$ cat config.mk
export PLATFORM = sky130hd
export DESIGN_NAME = regfl_wr_sched
export DESIGN_NICKNAME = d
export VERILOG_FILES = /design/src/rtl/regfl_wr_sched_pkg.sv /design/src/rtl/regfl_wr_sched_rr_arbiter.sv /design/src/rtl/regfl_wr_sched.sv
export SDC_FILE = /design/constraint.sdc
export NUM_CORES = 1
export LEC_CHECK = 0
export CAP_MARGIN = 5
export CORE_ASPECT_RATIO = 0.7
export CORE_MARGIN = 10
export CORE_UTILIZATION = 35
export DETAILED_ROUTE_END_ITERATION = 12
export PLACE_DENSITY = 0.79
export SYNTH_ARGS = -nofsm -noshare
export SYNTH_HDL_FRONTEND = slang
export SYNTH_SLANG_ARGS = --single-unit
$ cat constraint.sdc
create_clock -name clk -period 6 [get_ports clk]
set_input_delay 1.2 -clock clk [delete_from_list [all_inputs] [get_ports clk]]
set_output_delay 1.2 -clock clk [all_outputs]
set_load 0.1 [all_outputs]
$ cat src/rtl/regfl_wr_sched_pkg.sv
// Package shared by the register-file write-port scheduler.
//   state_e       : scheduler FSM states (IDLE, CLEAR)
//   CLIENT_IDX_W  : client index width for the default client count
//   idx_width()   : client index width for any client count (minimum 1 bit)
package regfl_wr_sched_pkg;

  typedef enum logic {
    IDLE  = 1'b0,
    CLEAR = 1'b1
  } state_e;

  localparam int unsigned DEFAULT_CLIENT_COUNT = 4;
  localparam int unsigned CLIENT_IDX_W         = $clog2(DEFAULT_CLIENT_COUNT);

  function automatic int unsigned idx_width(input int unsigned n);
    return (n > 1) ? $clog2(n) : 1;
  endfunction

endpackage

$ cat src/rtl/regfl_wr_sched_rr_arbiter.sv
// Combinational round-robin picker.
//   eligible_i : requesters that may win this cycle
//   ptr_i      : highest-priority index (search starts here, wrapping)
//   grant_o    : one-hot winner (all zero when nothing eligible)
//   winner_o   : winner index (zero when nothing eligible)
//   valid_o    : at least one requester eligible
module rr_arbiter #(
  parameter int unsigned N  = 4,
  parameter int unsigned IW = 2
) (
  input  logic [N-1:0]  eligible_i,
  input  logic [IW-1:0] ptr_i,
  output logic [N-1:0]  grant_o,
  output logic [IW-1:0] winner_o,
  output logic          valid_o
);

  logic [2*N-1:0] doubled;
  logic [N-1:0]   rotated;
  logic [IW:0]    sum;

  // Rotate so that bit 0 of 'rotated' is the pointer position; the first set
  // bit then sits at an offset from the pointer that is mapped back modulo N.
  assign doubled = {eligible_i, eligible_i};
  assign rotated = N'(doubled >> ptr_i);

  always_comb begin
    grant_o  = '0;
    winner_o = '0;
    valid_o  = 1'b0;
    sum      = '0;
    for (int unsigned k = 0; k < N; k++) begin
      if (!valid_o && rotated[k]) begin
        valid_o = 1'b1;
        sum     = {1'b0, ptr_i} + (IW+1)'(k);
        if (sum >= (IW+1)'(N)) begin
          sum = sum - (IW+1)'(N);
        end
        winner_o = sum[IW-1:0];
      end
    end
    if (valid_o) begin
      grant_o = N'(1) << winner_o;
    end
  end

endmodule

$ cat src/rtl/regfl_wr_sched.sv
// Write-port scheduler for the 8x64 register file.
// Shares the single write port among client_count requesters with
// round-robin arbitration (valid/grant handshake) and runs a hardware clear
// sweep that writes zero to every register.
//
// Ports:
//   clk, rst_b       : clock (rising edge), asynchronous active-low reset
//   req              : per-client level request, held until gnt
//   req_addr/req_data: packed per-client address / data
//   gnt              : one-hot, one-cycle grant; the write is on the port now
//   clr_start        : pulse to start the clear sweep (ignored while sweeping)
//   clr_busy         : high while the sweep drives the port
//   clr_done         : one-cycle pulse after the last clear write
//   rf_address/rf_d/rf_enable : connect 1:1 to the register file
//
// Optional build macro REGFL_WR_SCHED_PROTECT_EN adds:
//   wr_protect       : per-register write protection (client writes only)
//   prot_err         : pulses in the gnt cycle of a blocked write
module regfl_wr_sched
  import regfl_wr_sched_pkg::*;
#(
  parameter int unsigned address_width  = 3,
  parameter int unsigned register_count = 2**address_width,
  parameter int unsigned data_width     = 64,
  parameter int unsigned client_count   = 4
) (
  input  logic                               clk,
  input  logic                               rst_b,
  input  logic [client_count-1:0]            req,
  input  logic [client_count*address_width-1:0] req_addr,
  input  logic [client_count*data_width-1:0] req_data,
  output logic [client_count-1:0]            gnt,
  input  logic                               clr_start,
  output logic                               clr_busy,
  output logic                               clr_done,
  output logic [address_width-1:0]           rf_address,
  output logic [data_width-1:0]              rf_d,
  output logic                               rf_enable
`ifdef REGFL_WR_SCHED_PROTECT_EN
  ,
  input  logic [register_count-1:0]          wr_protect,
  output logic                               prot_err
`endif
);

  localparam int unsigned IW = idx_width(client_count);
  localparam logic [address_width-1:0] LAST_ADDR = address_width'(register_count - 1);
  localparam logic [IW-1:0]            LAST_CL   = IW'(client_count - 1);

  state_e                   state_q, state_d;
  logic [IW-1:0]            ptr_q, ptr_d;
  logic [client_count-1:0]  gnt_q, gnt_d;
  logic [address_width-1:0] addr_q, addr_d;
  logic [data_width-1:0]    data_q, data_d;
  logic                     en_q, en_d;
  logic                     busy_q, busy_d;
  logic                     done_q, done_d;
`ifdef REGFL_WR_SCHED_PROTECT_EN
  logic                     perr_q, perr_d;
`endif

  logic [client_count-1:0]  eligible;
  logic [client_count-1:0]  arb_grant;
  logic [IW-1:0]            arb_winner;
  logic                     arb_valid;
  logic [address_width-1:0] win_addr;
  logic [data_width-1:0]    win_data;

  logic [address_width-1:0] cl_addr [client_count];
  logic [data_width-1:0]    cl_data [client_count];

  for (genvar i = 0; i < client_count; i++) begin : g_unpack
    assign cl_addr[i] = req_addr[i*address_width +: address_width];
    assign cl_data[i] = req_data[i*data_width +: data_width];
  end

  // A client on the port this cycle still holds req; masking it keeps it
  // from being granted twice for the same write.
  assign eligible = req & ~gnt_q;

  rr_arbiter #(
    .N  (client_count),
    .IW (IW)
  ) u_arb (
    .eligible_i (eligible),
    .ptr_i      (ptr_q),
    .grant_o    (arb_grant),
    .winner_o   (arb_winner),
    .valid_o    (arb_valid)
  );

  assign win_addr = cl_addr[arb_winner];
  assign win_data = cl_data[arb_winner];

  // State register
  always_ff @(posedge clk or negedge rst_b) begin
    if (!rst_b) begin
      state_q <= IDLE;
    end else begin
      state_q <= state_d;
    end
  end

  // Next-state logic
  always_comb begin
    state_d = state_q;
    unique case (state_q)
      IDLE:    if (clr_start)           state_d = CLEAR;
      CLEAR:   if (addr_q == LAST_ADDR) state_d = IDLE;
      default:                          state_d = IDLE;
    endcase
  end

  // Output / datapath next values
  always_comb begin
    gnt_d  = '0;
    en_d   = 1'b0;
    busy_d = 1'b0;
    done_d = 1'b0;
    addr_d = addr_q;
    data_d = data_q;
    ptr_d  = ptr_q;
`ifdef REGFL_WR_SCHED_PROTECT_EN
    perr_d = 1'b0;
`endif
    unique case (state_q)
      IDLE: begin
        if (clr_start) begin
          busy_d = 1'b1;
          en_d   = 1'b1;
          addr_d = '0;
          data_d = '0;
        end else if (arb_valid) begin
          gnt_d  = arb_grant;
          addr_d = win_addr;
          data_d = win_data;
          ptr_d  = (arb_winner == LAST_CL) ? '0 : arb_winner + IW'(1);
`ifdef REGFL_WR_SCHED_PROTECT_EN
          en_d   = ~wr_protect[win_addr];
          perr_d = wr_protect[win_addr];
`else
          en_d   = 1'b1;
`endif
        end
      end
      CLEAR: begin
        if (addr_q == LAST_ADDR) begin
          done_d = 1'b1;
        end else begin
          busy_d = 1'b1;
          en_d   = 1'b1;
          addr_d = addr_q + address_width'(1);
          data_d = '0;
        end
      end
      default: ;
    endcase
  end

  always_ff @(posedge clk or negedge rst_b) begin
    if (!rst_b) begin
      ptr_q  <= '0;
      gnt_q  <= '0;
      addr_q <= '0;
      data_q <= '0;
      en_q   <= 1'b0;
      busy_q <= 1'b0;
      done_q <= 1'b0;
    end else begin
      ptr_q  <= ptr_d;
      gnt_q  <= gnt_d;
      addr_q <= addr_d;
      data_q <= data_d;
      en_q   <= en_d;
      busy_q <= busy_d;
      done_q <= done_d;
    end
  end

`ifdef REGFL_WR_SCHED_PROTECT_EN
  always_ff @(posedge clk or negedge rst_b) begin
    if (!rst_b) begin
      perr_q <= 1'b0;
    end else begin
      perr_q <= perr_d;
    end
  end

  assign prot_err = perr_q;
`endif

  assign gnt        = gnt_q;
  assign clr_busy   = busy_q;
  assign clr_done   = done_q;
  assign rf_address = addr_q;
  assign rf_d       = data_q;
  assign rf_enable  = en_q;

endmodule

-- Word-level counts from Yosys, hierarchy flattened
Index checks and enable logic that the tools add are counted.
- multiply operators: 0
- shift-type cells: 2
- bitwise operators: 5
- reduce and logical (&&, ||, !) cells: 8
- div/mod/pow operators: 0
- muxes and demuxes: 38
- $lt $le $gt $ge: 5
- $add $sub $neg: 9
- eq/ne operators: 4
- operator list (kind ; number):
    64-bit 2-to-1 mux ; 5
    64-bit binary-select mux with 2-bit select ; 1
    64-bit one-hot mux with 2 select lines ; 1
    2-bit 2-to-1 mux ; 9
    3-bit 2-to-1 mux ; 5
    3-bit greater-or-equal comparator (second input constant) ; 4
    4-bit 2-to-1 mux ; 3
    1-bit 2-to-1 mux ; 10
    8-bit by 2-bit >> shifter with 4-bit output ; 1
    2-bit by 1-bit subtractor with 2-bit output (second input constant) ; 4
    2-bit by 2-bit adder with 3-bit output (second input constant) ; 2
    3-bit binary-select mux with 2-bit select ; 1
    3-bit one-hot mux with 2 select lines ; 1
    4-bit bitwise AND ; 1
    4-bit NOT ; 1
    1-bit one-hot mux with 2 select lines ; 2
    1-bit by 2-bit << shifter with 4-bit output (first input constant) ; 1
    2-bit by 1-bit adder with 3-bit output (second input constant) ; 1
    3-bit by 1-bit adder with 3-bit output (second input constant) ; 1
    3-bit equality test (second input constant) ; 1
    2-bit by 3-bit greater-or-equal comparator with 1-bit output (second input constant) ; 1
    1-bit logical AND ; 3
    1-bit logical NOT ; 3
    3-bit inequality test (second input constant) ; 1
    other kinds (7) ; 8
- memories: 0
- bits in read-only memories: 0
- bits in writable memories: 0
- latch bits: 0
- bits of input ports: 275
- word-level logic and storage cells: 78
- bits in registers: 76
- output and inout bits: 74

-- Logic depth before layout (Yosys ltp)
- depth in word-level cells: 20
- mapped depth: 9

-- Hierarchy
From an unflattened synthesis, not the netlist that was laid out.
- cells, all modules: 300
- area, all modules: 4553.1 sq um
- modules (own cells, without submodules) (module ; times used ; cells an instance ; area each (sq um) ; seq. area each (sq um)):
    regfl_wr_sched ; 1 ; 268 ; 4370.4 ; 1901.8
    rr_arbiter ; 1 ; 32 ; 182.7 ; 0.0

-- Least setup slack after synthesis
No wires, ideal clock.
- path type: in2reg
- start: input req[1]
- end: register ptr_q[1]
- arrival time: 2867 ps
- path slack: 3009 ps
- required time: 5875 ps
- stages: 9
- cell sequence: nor2b_1 or3_1 clkbuf_4 nand3_4 buf_12 buf_12 inv_1 ha_1 mux2_2
- cells in the longest elaborated chain, start to end: 14
- elaborated cells on any way between the ends: 20
- those cells by class: add/sub: 1; eq/ne: 1; shift: 1; mux: 9; bitwise: 1; reduce/logical: 7
- ends and longest elaborated chain (item ; line ; RTL):
    start: declaration ; regfl_wr_sched.sv:29 ; input logic [client_count-1:0] req,
    4-bit bitwise AND * ; regfl_wr_sched.sv:79 ; assign eligible = req & ~gnt_q;
    8-bit by 2-bit >> shifter with 4-bit output * ; regfl_wr_sched_rr_arbiter.sv:25 ; assign rotated = N'(doubled >> ptr_i);
    1-bit 2-to-1 mux ; regfl_wr_sched_rr_arbiter.sv:33 ; if (!valid_o && rotated[k]) begin
    1-bit logical NOT ; regfl_wr_sched_rr_arbiter.sv:33 ;
    1-bit logical AND ; regfl_wr_sched_rr_arbiter.sv:33 ;
    1-bit 2-to-1 mux ; regfl_wr_sched_rr_arbiter.sv:33 ;
    1-bit logical NOT ; regfl_wr_sched_rr_arbiter.sv:33 ;
    1-bit logical AND ; regfl_wr_sched_rr_arbiter.sv:33 ;
    1-bit 2-to-1 mux ; regfl_wr_sched_rr_arbiter.sv:33 ;
    1-bit logical NOT ; regfl_wr_sched_rr_arbiter.sv:33 ;
    1-bit logical AND ; regfl_wr_sched_rr_arbiter.sv:33 ;
    2-bit 2-to-1 mux ; regfl_wr_sched_rr_arbiter.sv:33 ;
    2-bit by 1-bit adder with 2-bit output or 2-bit equality test (tied branches) ; regfl_wr_sched.sv:137 ; ptr_d = (arb_winner == LAST_CL) ? '0 : arb_winner + IW'(1);
    2-bit 2-to-1 mux ; regfl_wr_sched.sv:137 ;
    end signal: assignment ; regfl_wr_sched.sv:170 ; ptr_q <= ptr_d;
    end: declaration ; regfl_wr_sched.sv:51 ; logic [IW-1:0] ptr_q, ptr_d;
Every way passes the cells marked *; elsewhere a longest branch is shown, timed or not.
A chain may end at the register's enable or synchronous reset.

-- Worst setup path in the final report
- start: input req[3]
- end: register data_q[49], in the netlist rf_d[49]
- cells in the longest elaborated chain, start to end: 19
- elaborated cells on any way between the ends: 25
- those cells by class: eq/ne: 1; shift: 1; mux: 14; bitwise: 2; reduce/logical: 7
- ends and longest elaborated chain (item ; line ; RTL):
    4-bit bitwise AND * ; regfl_wr_sched.sv:79 ;
    8-bit by 2-bit >> shifter with 4-bit output * ; regfl_wr_sched_rr_arbiter.sv:25 ;
    1-bit 2-to-1 mux ; regfl_wr_sched_rr_arbiter.sv:33 ;
    1-bit logical NOT ; regfl_wr_sched_rr_arbiter.sv:33 ;
    1-bit logical AND ; regfl_wr_sched_rr_arbiter.sv:33 ;
    1-bit 2-to-1 mux ; regfl_wr_sched_rr_arbiter.sv:33 ;
    1-bit logical NOT ; regfl_wr_sched_rr_arbiter.sv:33 ;
    1-bit logical AND ; regfl_wr_sched_rr_arbiter.sv:33 ;
    [2 not listed] ; n/a ;
    1-bit logical AND ; regfl_wr_sched_rr_arbiter.sv:33 ;
    2-bit 2-to-1 mux ; regfl_wr_sched_rr_arbiter.sv:33 ;
    2-bit NOT with 3-bit output (implied by the code) ; regfl_wr_sched.sv:93 ; assign win_data = cl_data[arb_winner];
    64-bit binary-select mux with 2-bit select ; regfl_wr_sched.sv:93 ;
    64-bit 2-to-1 mux (implied by the code) (2 in series) ; regfl_wr_sched.sv:93 ;
    64-bit 2-to-1 mux ; regfl_wr_sched.sv:133 ; end else if (arb_valid) begin
    64-bit 2-to-1 mux ; regfl_wr_sched.sv:128 ; if (clr_start) begin
    64-bit one-hot mux with 2 select lines ; regfl_wr_sched.sv:126 ; unique case (state_q)
    end signal: assignment ; regfl_wr_sched.sv:173 ; data_q <= data_d;
    end: declaration ; regfl_wr_sched.sv:54 ; logic [data_width-1:0] data_q, data_d;
Every way passes the cells marked *; elsewhere a longest branch is shown, timed or not. The select of a mux whose other input is x is not followed.

==> run metrics <==
post-synthesis simple-gate area fraction=0.0905; Required @ worst endpoint=6220 ps; DRT antenna net count=0; DRT iter0 DRCs=231; WL per Instance=22.1 µm; Least-Margin Pin Slew=1150 ps; RSZ-0062 raised after global routing=false; die area=20200 µm²; area share of the largest cell type after synthesis=0.367; Peak supply drop=0.222 mV; worst path arrival time=3790 ps; CP cell instances=clkdlybuf4s50_1, nand2b_1, nand4_1, o21ai_4, buf_4, nand2_1, o221ai_2; Layout Nets=1043; Longest Clk Path Bufs=2; min Tclk post-route=3570 ps; Critical Path Start=req[3]; Antenna Cells=0; max capacitance violation total=0; YS warnings=0; Top Ports=349; CTS tree=built; slowest CP cell=o21ai_4; syn_area_per_cell=11.8 µm²; clock root cell=clkbuf_16; slowest cell delay on critical path=870 ps; status=finished, final reports clean; worst setup path class=input port to flip-flop; critical path launch point type=input port; total wire length=21300 µm; vias in the first global route=5650; starting density of the core=0.356; number of vias per cell=5.12; Fmax=0.280 GHz; CTS buffer count=9; Area contributors post-synth=dfrtp_1, mux2i_1, o221ai_2; Final Hold Fails=0; Yosys reg bits=76; Synth Area in XOR/XNOR=0.00169; sequential-to-total area share from yosys stat=0.367; FFs w/ async S/R, synth=1.00; Setup Skew=6.79 ps; PwrDens=392 nW/µm²; cell accounting for the most synthesized area=dfrtp_1; Mapped Cells=439; Buffers on Ports=348; Cell Area, Placed=8600 µm²; DRC=0; design area=8960 µm²; Congestion Overflow GR=0; fin crit share=0.595; Clock Pin Slew Worst Setup and Hold Paths=60 ps; gpl congestion=0.926; post-synthesis mux area share=0.252; Final Power=3.52 mW; post-synth cell types=47; CP max FO=34; Leak=3.84 nW; crit path capture type=flip-flop; All-Layer GR Usage=0.203; clk sinks=76; Core ar.=14600 µm²; Fin Setup TNS=0 ps; cts hold-fix bufs=0; Compound-Gate Fraction of Synth Area=0.206; final instance count without filler cells=965; H-Tree Level Count=3; min-delay worst type=flip-flop to flip-flop; Core Rows=37; Inst Count DP=949; Skew-Pair Late Insertion Delay=330 ps; number of synthesized flops with an enable pin=0; main combinational cell family by area after synthesis=multiplexers; Post-CTS Setup Inserts=0; synthesis-to-finish area growth=72.9%; Slew Viols, Final=0; largest net degree at the start of global routing=77; list of most frequent post-synthesis cells=mux2i_1, dfrtp_1, nand2_1; relative slew slack=0.231; Mapped Area=5180 µm²; final setup violation count=0; initial antenna violation count=0; most common cell in the netlist=mux2i_1; Buf/Inv on CP=2; post-layout util=0.615; hpwl dp=17100 µm; Primary FF master, synth=dfrtp_1; drt pass-1 iters=4; post-cts resize count=0; Largest delay share family, worst path=compound AO/OA/AOI/OAI gates; die width=165 µm; Vias=4944; post-synthesis adder-cell area fraction=0.00724; syn nets=717; first-pass GRT wire length=32200 µm; min-delay src=rf_d[60]$_DFFE_PN0P_; Die H=122 µm; worst reg2reg path startpoint=gnt[1]$_DFF_PN0_; layout cells sized above 1=0.113
logic make-up after synthesis:
family | Yosys count
XOR/XNOR | 1
buffers and inverters | 41
AO/OA/AOI/OAI | 88
multiplexers | 128
adder cells (fa/ha/maj) | 3
AND/OR/NAND/NOR | 102
flip-flops | 76
metrics by stage:
stage          worst slack [ps]  hold WS (ps)
2_1_floorplan              3010           564
3_5_place_dp               2080           475
3_3_place_gp               2140           470
5_1_grt                    2220           506
4_1_cts                    2440           492
6_report                   2430           491
placed cells by master (no fill, tap or decap), drive strengths merged, types with 5 or more instances in the layout:
master         count
nand4              5
inv                5
clkbuf             9
dfrtp             76
clkdlybuf4s50    347
nor2              10
o211ai             7
o221ai            60
mux2i            125
nand2             68
state kept, by name, summed over array words and instances, names as in the netlist:
signal      flops
rf_enable       1
clr_busy        1
clr_done        1
rf_address      3
ptr_q           2
rf_d           64
gnt             4
final cells by class:
class / count / area (µm²)
clock buffers: 9 / 225
clock inverters: 7 / 139
fillers: 1206 / 5620
multi-input cells: 322 / 2920
inverters: 5 / 18.8
flip-flops and latches: 76 / 1900
well taps: 195 / 244
repair buffers: 351 / 3520
where the power goes:
part | switching (mW) | internal, mW | leakage, nW | total (mW)
Combinational | 1.42 | 0.732 | 2.63 | 2.15
Clock | 0.215 | 0.448 | 0.179 | 0.663
Sequential | 0.0844 | 0.623 | 1.03 | 0.708
Total | 1.71 | 1.80 | 3.84 | 3.52
per-layer routing:
| metal | GRT usage | vias up | wire (µm) |
|---|---|---|---|
| li1 | - | 2336 | - |
| met2 | 0.351 | 235 | 10700 |
| met1 | 0.226 | 2339 | 8080 |
| met3 | 0.0765 | 34 | 1900 |
| met4 | 0.0656 | 0 | 632 |
| met5 | 0 | - | 0 |
worst paths after layout:
check | end | slack (ps) | depth (start not counted)
hold reg to reg | rf_d[60]$_DFFE_PN0P_ | 490 | 2
setup reg to reg | rf_d[49]$_DFFE_PN0P_ | 3300 | 6
setup / recovery | rf_d[49]$_DFFE_PN0P_ | 2430 | 7
max in group asynchronous | rf_d[13]$_DFFE_PN0P_ | 4320 | 1
min in group asynchronous | rf_d[52]$_DFFE_PN0P_ | 1040 | 1
hold / removal | rf_d[60]$_DFFE_PN0P_ | 490 | 2
worst register-to-register path, stage by stage, from the launching register on:
cell      delay [ps]
dfrtp_1          380
nand2b_1         240
nand4_1          340
o21ai_4          870
buf_4            510
nand2_1          160
o221ai_2          80
(Power assumes the default switching activity.)
